**src/rtl/uart_pkg.sv**
```systemverilog
// Shared types and widths for the UART transmitter arbiter.
package uart_pkg;

  localparam int unsigned BYTE_W  = 8;
  localparam int unsigned GRANT_W = 3;

  typedef enum logic [1:0] {
    IDLE      = 2'd0,
    ISSUE     = 2'd1,
    WAIT_ACC  = 2'd2,
    WAIT_DONE = 2'd3
  } arb_state_e;

endpackage

```
**src/rtl/uart_tx_arbiter_rr_picker.sv**
```systemverilog
// Combinational round-robin encoder: first set request strictly after ptr, wrapping.
module rr_picker
  import uart_pkg::*;
#(
  parameter int unsigned NUM_REQ = 4
) (
  input  logic [NUM_REQ-1:0] req_i,
  input  logic [GRANT_W-1:0] ptr_i,
  output logic               valid_c_o,
  output logic [GRANT_W-1:0] idx_c_o
);

  localparam int unsigned         SLOTS = 1 << GRANT_W;
  localparam logic [GRANT_W:0]    N_W   = (GRANT_W+1)'(NUM_REQ);

  logic [SLOTS-1:0] req_w;
  logic [GRANT_W:0] cand;

  assign req_w = SLOTS'(req_i);

  // ptr + k never exceeds 2*NUM_REQ-1, so one conditional subtract wraps it
  always_comb begin
    valid_c_o = 1'b0;
    idx_c_o   = '0;
    cand      = '0;
    for (int unsigned k = 1; k <= NUM_REQ; k++) begin
      cand = (GRANT_W+1)'(ptr_i) + (GRANT_W+1)'(k);
      if (cand >= N_W) cand = cand - N_W;
      if (!valid_c_o && req_w[cand[GRANT_W-1:0]]) begin
        valid_c_o = 1'b1;
        idx_c_o   = cand[GRANT_W-1:0];
      end
    end
  end

endmodule

```
**src/rtl/uart_tx_arbiter.sv**
```systemverilog
// Shares one UART sender between NUM_REQ byte producers with round-robin grant,
// accept timeout/retry and per-requester ack.
module uart_tx_arbiter
  import uart_pkg::*;
#(
  parameter int unsigned NUM_REQ   = 4,
  parameter int unsigned ACCEPT_TO = 16
) (
  input  logic                      clk,
  input  logic                      reset,
  input  logic [NUM_REQ-1:0]        req,
  input  logic [BYTE_W*NUM_REQ-1:0] req_data,
  output logic [NUM_REQ-1:0]        ack,
  output logic                      done,
  output logic [GRANT_W-1:0]        grant_id,
  output logic                      busy,
  output logic                      TX_EN,
  output logic [BYTE_W-1:0]         TX_DATA,
  input  logic                      TX_STATUS
);

  localparam int unsigned         TMR_W    = (ACCEPT_TO > 1) ? $clog2(ACCEPT_TO) : 1;
  localparam logic [TMR_W-1:0]    TMR_LAST = TMR_W'(ACCEPT_TO - 1);
  localparam logic [GRANT_W-1:0]  PTR_RST  = GRANT_W'(NUM_REQ - 1);

  arb_state_e          state_q, state_d;
  logic [GRANT_W-1:0]  ptr_q, ptr_d;
  logic [TMR_W-1:0]    timer_q, timer_d;
  logic [BYTE_W-1:0]   data_q, data_d;
  logic [GRANT_W-1:0]  grant_q, grant_d;
  logic                busy_q, busy_d;
  logic                tx_en_q, tx_en_d;
  logic [NUM_REQ-1:0]  ack_q, ack_d;
  logic                done_q, done_d;

  logic                pick_valid;
  logic [GRANT_W-1:0]  pick_idx;
  logic [BYTE_W-1:0]   pick_byte;
  logic [NUM_REQ-1:0]  grant_onehot;

  rr_picker #(.NUM_REQ(NUM_REQ)) u_picker (
    .req_i     (req),
    .ptr_i     (ptr_q),
    .valid_c_o (pick_valid),
    .idx_c_o   (pick_idx)
  );

  // Winner's byte and the one-hot ack vector for the held grant
  always_comb begin
    pick_byte    = '0;
    grant_onehot = '0;
    for (int unsigned i = 0; i < NUM_REQ; i++) begin
      if (pick_idx == GRANT_W'(i)) pick_byte = req_data[BYTE_W*i +: BYTE_W];
      grant_onehot[i] = (grant_q == GRANT_W'(i));
    end
  end

  always_comb begin
    state_d = state_q;
    ptr_d   = ptr_q;
    timer_d = timer_q;
    data_d  = data_q;
    grant_d = grant_q;
    busy_d  = busy_q;
    tx_en_d = 1'b0;
    ack_d   = '0;
    done_d  = 1'b0;
    unique case (state_q)
      IDLE: begin
        if (TX_STATUS && pick_valid) begin
          data_d  = pick_byte;
          grant_d = pick_idx;
          busy_d  = 1'b1;
          tx_en_d = 1'b1;
          state_d = ISSUE;
        end
      end
      ISSUE: begin
        timer_d = '0;
        state_d = WAIT_ACC;
      end
      WAIT_ACC: begin
        if (!TX_STATUS) begin
          ack_d   = grant_onehot;
          state_d = WAIT_DONE;
        end else if (timer_q == TMR_LAST) begin
          // sender never took the pulse: re-issue the same byte
          tx_en_d = 1'b1;
          state_d = ISSUE;
        end else begin
          timer_d = timer_q + 1'b1;
        end
      end
      WAIT_DONE: begin
        if (TX_STATUS) begin
          done_d  = 1'b1;
          ptr_d   = grant_q;
          busy_d  = 1'b0;
          state_d = IDLE;
        end
      end
      default: state_d = IDLE;
    endcase
  end

  always_ff @(posedge clk) begin
    if (reset) begin
      state_q <= IDLE;
      ptr_q   <= PTR_RST;
      timer_q <= '0;
      data_q  <= '0;
      grant_q <= '0;
      busy_q  <= 1'b0;
      tx_en_q <= 1'b0;
      ack_q   <= '0;
      done_q  <= 1'b0;
    end else begin
      state_q <= state_d;
      ptr_q   <= ptr_d;
      timer_q <= timer_d;
      data_q  <= data_d;
      grant_q <= grant_d;
      busy_q  <= busy_d;
      tx_en_q <= tx_en_d;
      ack_q   <= ack_d;
      done_q  <= done_d;
    end
  end

  assign ack      = ack_q;
  assign done     = done_q;
  assign grant_id = grant_q;
  assign busy     = busy_q;
  assign TX_EN    = tx_en_q;
  assign TX_DATA  = data_q;

endmodule

```
**config.mk**
```make
export PLATFORM = sky130hd
export DESIGN_NAME = uart_tx_arbiter
export DESIGN_NICKNAME = d
export VERILOG_FILES = /design/src/rtl/uart_pkg.sv /design/src/rtl/uart_tx_arbiter_rr_picker.sv /design/src/rtl/uart_tx_arbiter.sv
export SDC_FILE = /design/constraint.sdc
export NUM_CORES = 1
export LEC_CHECK = 0
export ABC_AREA = 1
export ABC_CLOCK_PERIOD_IN_PS = 3700
export BUFFER_PORTS_ARGS = -buffer_cell sky130_fd_sc_hd__clkbuf_2
export CAP_MARGIN = 25
export CORE_AREA = 5 5 69 58
export CTS_CLUSTER_DIAMETER = 40
export CTS_CLUSTER_SIZE = 25
export DETAILED_ROUTE_END_ITERATION = 6
export DIE_AREA = 0 0 74 63
export PLACE_DENSITY = 0.83
export SYNTH_ARGS = -nofsm -noshare
export SYNTH_HDL_FRONTEND = slang
export SYNTH_SLANG_ARGS = --single-unit
```
**constraint.sdc**
```tcl
create_clock -name clk -period 3.7 [get_ports clk]
set_input_delay 0 -clock clk [delete_from_list [all_inputs] [get_ports clk]]
set_output_delay 0 -clock clk [all_outputs]
set_load 0.02 [all_outputs]
```
[Word-level counts from Yosys, hierarchy flattened]
Index checks and enable logic that the tools add are counted.
Cells by class
  magnitude comparators: 8
  div/mod/pow operators: 0
  reductions and logical operators: 19
  equality and inequality tests: 15
  add/sub/neg operators: 9
  bitwise gates (word level): 2
  shift-type cells: 0
  muxes and demuxes: 40
  multiply operators: 0
Operators with widths (count)
  2-to-1 mux 8 bit: 4
  2-to-1 mux 3 bit: 8
  greater-or-equal comparator 4 x 3 -> 1 bit, second input constant: 4
  < comparator 3 x 4 -> 1 bit, second input constant: 4
  2-to-1 mux 1 bit: 14
  binary-select mux 1 bit (select 3 bit): 4
  equality test 3 x 2 -> 1 bit, second input constant: 4
  subtractor 3 bit, second input constant: 4
  AND reduction 3 bit: 3
  adder 3 x 2 -> 4 bit, second input constant: 2
  2-to-1 mux 2 bit: 4
  2-to-1 mux 4 bit: 2
  inequality test 2 bit, second input constant: 4
  case mux 2 bit (4 select lines): 1
  case mux 4 bit (2 select lines): 1
  equality test 3 x 1 -> 1 bit, second input constant: 2
  zero test 3 bit: 2
  adder 3 x 1 -> 4 bit, second input constant: 1
  adder 3 x 3 -> 4 bit, second input constant: 1
  adder 4 x 1 -> 4 bit, second input constant: 1
  equality test 2 bit, second input constant: 2
  equality test 4 bit, second input constant: 1
  logical AND 1 bit: 4
  case mux 1 bit (2 select lines): 2
  other kinds (9): 14
Storage, ports and cells
  latch bits: 0
  memory bits (writable): 0
  flip-flop bits (word level): 27
  bits of input ports: 39
  bits in read-only memories: 0
  word-level logic and storage cells: 102
  memories: 0

[Depth between registers and ports, before layout]
  depth after elaboration: 20
  gate-level depth with buffers: 16
  depth with buffers taken out: 15

[Hierarchy]
From an unflattened synthesis, not the netlist that was laid out.
Unflattened totals
  cell total of the unflattened synthesis: 250
  area total of the unflattened synthesis: 1616.6 um^2
By module, submodules not included
  uart_tx_arbiter: instances 1, cells each 193, area each 1321.3 um^2, sequential area each 540.5 um^2
  rr_picker: instances 1, cells each 57, area each 295.3 um^2, sequential area each 0.0 um^2

[Least setup slack after synthesis]
Ideal clock, no wire load.
  path type: register -> register
  from: register ptr_q[0]
  to: register data_q[0], in the netlist TX_DATA[0]
  path buffers: 1
  clock period less this slack: 2164 ps
  setup time: 135 ps
  cell stages (with the launch flop): 17
  path slack: 1536 ps
  arrival time: 2029 ps
  cell sequence: dfxtp_1 -> inv_2 -> ha_1 -> inv_1 -> nand3_1 -> inv_1 -> nor2_2 -> nand3_2 -> nor2_2 -> nor2_4 -> nand2_4 -> buf_12 -> nand2_8 -> o21ai_1 -> inv_1 -> nand2_1 -> a21oi_2
Between the ends
  longest elaborated chain between the ends: 20
  elaborated cells between the ends (all ways): 48
  those cells by class: add/sub (8); order compare (4); eq/ne (3); mux (24); reduce/logical (9)
Ends and longest elaborated chain
  from (decl): line uart_tx_arbiter.sv:27  | logic [GRANT_W-1:0] ptr_q, ptr_d;
  from (signal assigned): line uart_tx_arbiter.sv:119  | ptr_q <= ptr_d;
  adder 3 x 1 -> 4 bit: line uart_tx_arbiter_rr_picker.sv:27  | cand = (GRANT_W+1)'(ptr_i) + (GRANT_W+1)'(k);
  greater-or-equal comparator 4 x 3 -> 1 bit / subtractor 3 bit (equally long branches): line uart_tx_arbiter_rr_picker.sv:28  | if (cand >= N_W) cand = cand - N_W;
  2-to-1 mux 3 bit: line uart_tx_arbiter_rr_picker.sv:28
  binary-select mux 1 bit (select 3 bit): line uart_tx_arbiter_rr_picker.sv:29  | if (!valid_c_o && req_w[cand[GRANT_W-1:0]]) begin
  2-to-1 mux 1 bit (not written as such): line uart_tx_arbiter_rr_picker.sv:29
  2-to-1 mux 1 bit: line uart_tx_arbiter_rr_picker.sv:29
  zero test 1 bit: line uart_tx_arbiter_rr_picker.sv:29
  logical AND 1 bit: line uart_tx_arbiter_rr_picker.sv:29
  2-to-1 mux 1 bit: line uart_tx_arbiter_rr_picker.sv:29
  zero test 1 bit: line uart_tx_arbiter_rr_picker.sv:29
  logical AND 1 bit: line uart_tx_arbiter_rr_picker.sv:29
  2-to-1 mux 1 bit: line uart_tx_arbiter_rr_picker.sv:29
  zero test 1 bit: line uart_tx_arbiter_rr_picker.sv:29
  logical AND 1 bit: line uart_tx_arbiter_rr_picker.sv:29
  2-to-1 mux 3 bit: line uart_tx_arbiter_rr_picker.sv:29
  zero test 3 bit: line uart_tx_arbiter.sv:53  | if (pick_idx == GRANT_W'(i)) pick_byte = req_data[BYTE_W*i +: BYTE_W];
  2-to-1 mux 8 bit (4 in series): line uart_tx_arbiter.sv:53
  to (signal assigned): line uart_tx_arbiter.sv:121  | data_q <= data_d;
  to (decl): line uart_tx_arbiter.sv:29  | logic [BYTE_W-1:0] data_q, data_d;
Parallel ways exist; a longest one is shown, timed or not. The select of a mux whose other input is x is not followed.
A chain may end at the register's enable or synchronous reset.

[Final worst setup path]
  from: register ptr_q[0]
  to: register data_q[1], in the netlist TX_DATA[1]
The elaborated chain is that of the path after synthesis.

==> results.toml <==
[detailed_routing]
drc = 0
wl_per_cell_um = 11.8
first_iter_violations = 65
drt-total-wl_mm = 3.93
first_pass_iters = 4
antenna_left = 0
vias_per_cell = 5.06
num_vias = 1684

[floorplanning]
die_area_sq_um = 4660
die_width_um = 74
core_sq_um = 3300
pin_count = 57
row_count = 19
start_util_pct = 49.8
fp.dieH_um = 63

[sta]
rsz0062_at_grt = "false"
post-route-period-util_pct = 70.3
maxSlewHeadroom_pct = 62.9
fin_crit_ns = 2.60
worst_pin_slew_ns = 0.556
drv_slew = 0
finalHoldViolations = 0
skew_ns = 0.00397
tns_ns = 0
fmax_ghz = 0.385
setup_viol_count_final = 0

[cts]
clk_path_buf_depth = 2
clk_latency_ns = 0.28
path_clk_slew_ns = 0.10
cts_buffers = 3
post_cts_buffers = 0
cts.repair.resized = 0
htreeDepth = 1
cts_hold_buf = 0
cts_sinks = 27
cts_root_buf = "clkbuf_8"
cts_tree = "done"

[setup_path]
cp_max_fo = 17
cp-start-kind = "flip-flop"
cpPeakStageDelay_ns = 0.46
critPathBufInv = 3
cp-end-kind = "flip-flop"
crit_chain = "inv_2, ha_1, inv_1, nand3_1, nand3_1, nand3_2, o21ai_1, nor2_2, inv_1, nand2_1, a21oi_2"
critPathTopFamily = "simple AND/OR/NAND/NOR gates"
critPathRequiredTime_ns = 3.87
path_class = "reg -> reg"
slowest_stage = "dfxtp_1"
critPathArrivalTime_ns = 2.77

[synthesis]
synth_nets = 278
synth_top_cell_by_area = "dfxtp_1"
avgSynthCellArea_sq_um = 6.97
yosysSeqAreaShare_pct = 32.9
synth.distinct_cells = 31
ys_ff_latch = 27
synth_warnings = 0
syn_inst = 236
netlist_top_cells_area = "dfxtp_1 (33%), nand2_1 (11%), nand3_1 (7.9%)"
netlist.area_leader.share_pct = 32.9
syn_area_sq_um = 1640

[final_layout]
final_layout_size_suffix_gt1_share_pct = 32.3
syn_to_final_growth_pct = 20.8
fin_util_pct = 60.1
n_antenna_cell = 0
fin_nets = 334
fin_cells = 333
fin_area_sq_um = 1990

[hold_path]
hold_path_class = "in -> reg"

[power]
p_leak_nw = 0.988
power_density_nw_per_um2 = 402
fin_total_pwr_w = 0.000798
peakVddDrop_uv = 188

[run_status]
status = "complete, no violations"

[global_route]
grt_start_max_net_pins = 18
grt_use_total_pct = 17.3
grt_pass1_vias = 1548
grt_pass1_wl_mm = 6.49
antenna_found_initial = 0
overflow = 0

[placed_design]
portBuffers = 56
dp.cells = 329
dp_hpwl_mm = 3.15
gp_congestion = 0.894
postPlaceCellArea_sq_um = 1940

[job]
maxCapViolations = 0
-- worst paths after layout --
check	start	to	cells after the start	slack, ns
setup / recovery	ptr_q[0]	TX_DATA[1]	11	1.10
hold / removal	TX_STATUS	TX_EN	3	0.02
setup reg to reg	ptr_q[0]	TX_DATA[1]	11	1.10
hold reg to reg	busy	busy	2	0.47
-- final cells by class --
class	instances	area, sq um
sequential	27	541
multi-input combinational	174	948
tap	42	52.6
clock inverter	1	7.51
clock buffer	3	41.3
inverter	30	115
timing repair buffer	56	280
fill	310	1320
-- state kept, by name, indices dropped and copies added (netlist names) --
| signal | flops |
|---|---|
| busy | 1 |
| timer_q | 4 |
| ptr_q | 3 |
| done | 1 |
| ack | 4 |
| state_q | 2 |
| grant_id | 3 |
| TX_EN | 1 |
| TX_DATA | 8 |
-- synth_stat cells --
library cell and instances:
a21oi_1 13, nand3_4 1, ha_1 3, nand2_1 46, o21ai_0 10, a21oi_2 5, inv_4 1, o21ai_1 6
buf_2 1, inv_1 25, nand2_2 9, clkinv_1 1, clkbuf_1 2, buf_12 1, buf_4 1, nor2_4 2
nand2_8 1, nand2_4 1, nor2_1 22, nand4_1 8, inv_2 3, and3_1 1, o311ai_0 1, nor4_1 2
nor2_2 4, nor2_8 1, nor3_1 6, or2_2 1, nand3_2 5, nand3_1 26, dfxtp_1 27
-- layer usage --
metal,wire length (um),global-route usage (%)
met1,1830,23.3
met2,1690,26.7
met3,337,3.54
met4,67,7.01
met5,0,0
-- metrics by stage --
step,hold WS [ns],worst slack (ns)
2_1_floorplan,0.0997,1.54
3_3_place_gp,0.318,1.31
3_5_place_dp,0.323,1.16
4_1_cts,0.0253,1.10
5_1_grt,0.0257,0.852
6_report,0.0187,1.10
-- cells by family after synthesis --
logic type | share of synthesized area, %
DFF | 32.9
adders and majority gates | 2.28
AOI/OAI and AO/OA | 12.0
and+or+nand+nor | 43.4
buffers and inverters | 9.44
-- cell usage in the layout, fill, tap and decap left out, drive strengths merged --
cell / n
clkbuf: 59
nand2: 57
nand3: 32
inv: 29
nor2: 29
dfxtp: 27
a21oi: 18
o21ai: 16
nand4: 8
nor3: 6
ha: 3
nor4: 2
clkinv: 1
o311ai: 1
and3: 1
or2: 1
clkinvlp: 1
-- worst register-to-register path: stages, from the launching register on --
cell and delay, ns:
dfxtp_1 0.46, inv_2 0.15, ha_1 0.41, inv_1 0.11, nand3_1 0.13, nand3_1 0.15
nand3_2 0.12, o21ai_1 0.08, nor2_2 0.45, inv_1 0.24, nand2_1 0.14, a21oi_2 0.06
-- report_power, final --
group,total (W),leakage (nW),internal [W],switching [W]
clock,0.000175,0.0217,0.0000766,0.0000983
combinational,0.000288,0.746,0.0000997,0.000189
sequential,0.000335,0.220,0.000316,0.0000187
total,0.000798,0.988,0.000492,0.000306
Power figures use the tool's default switching activity.
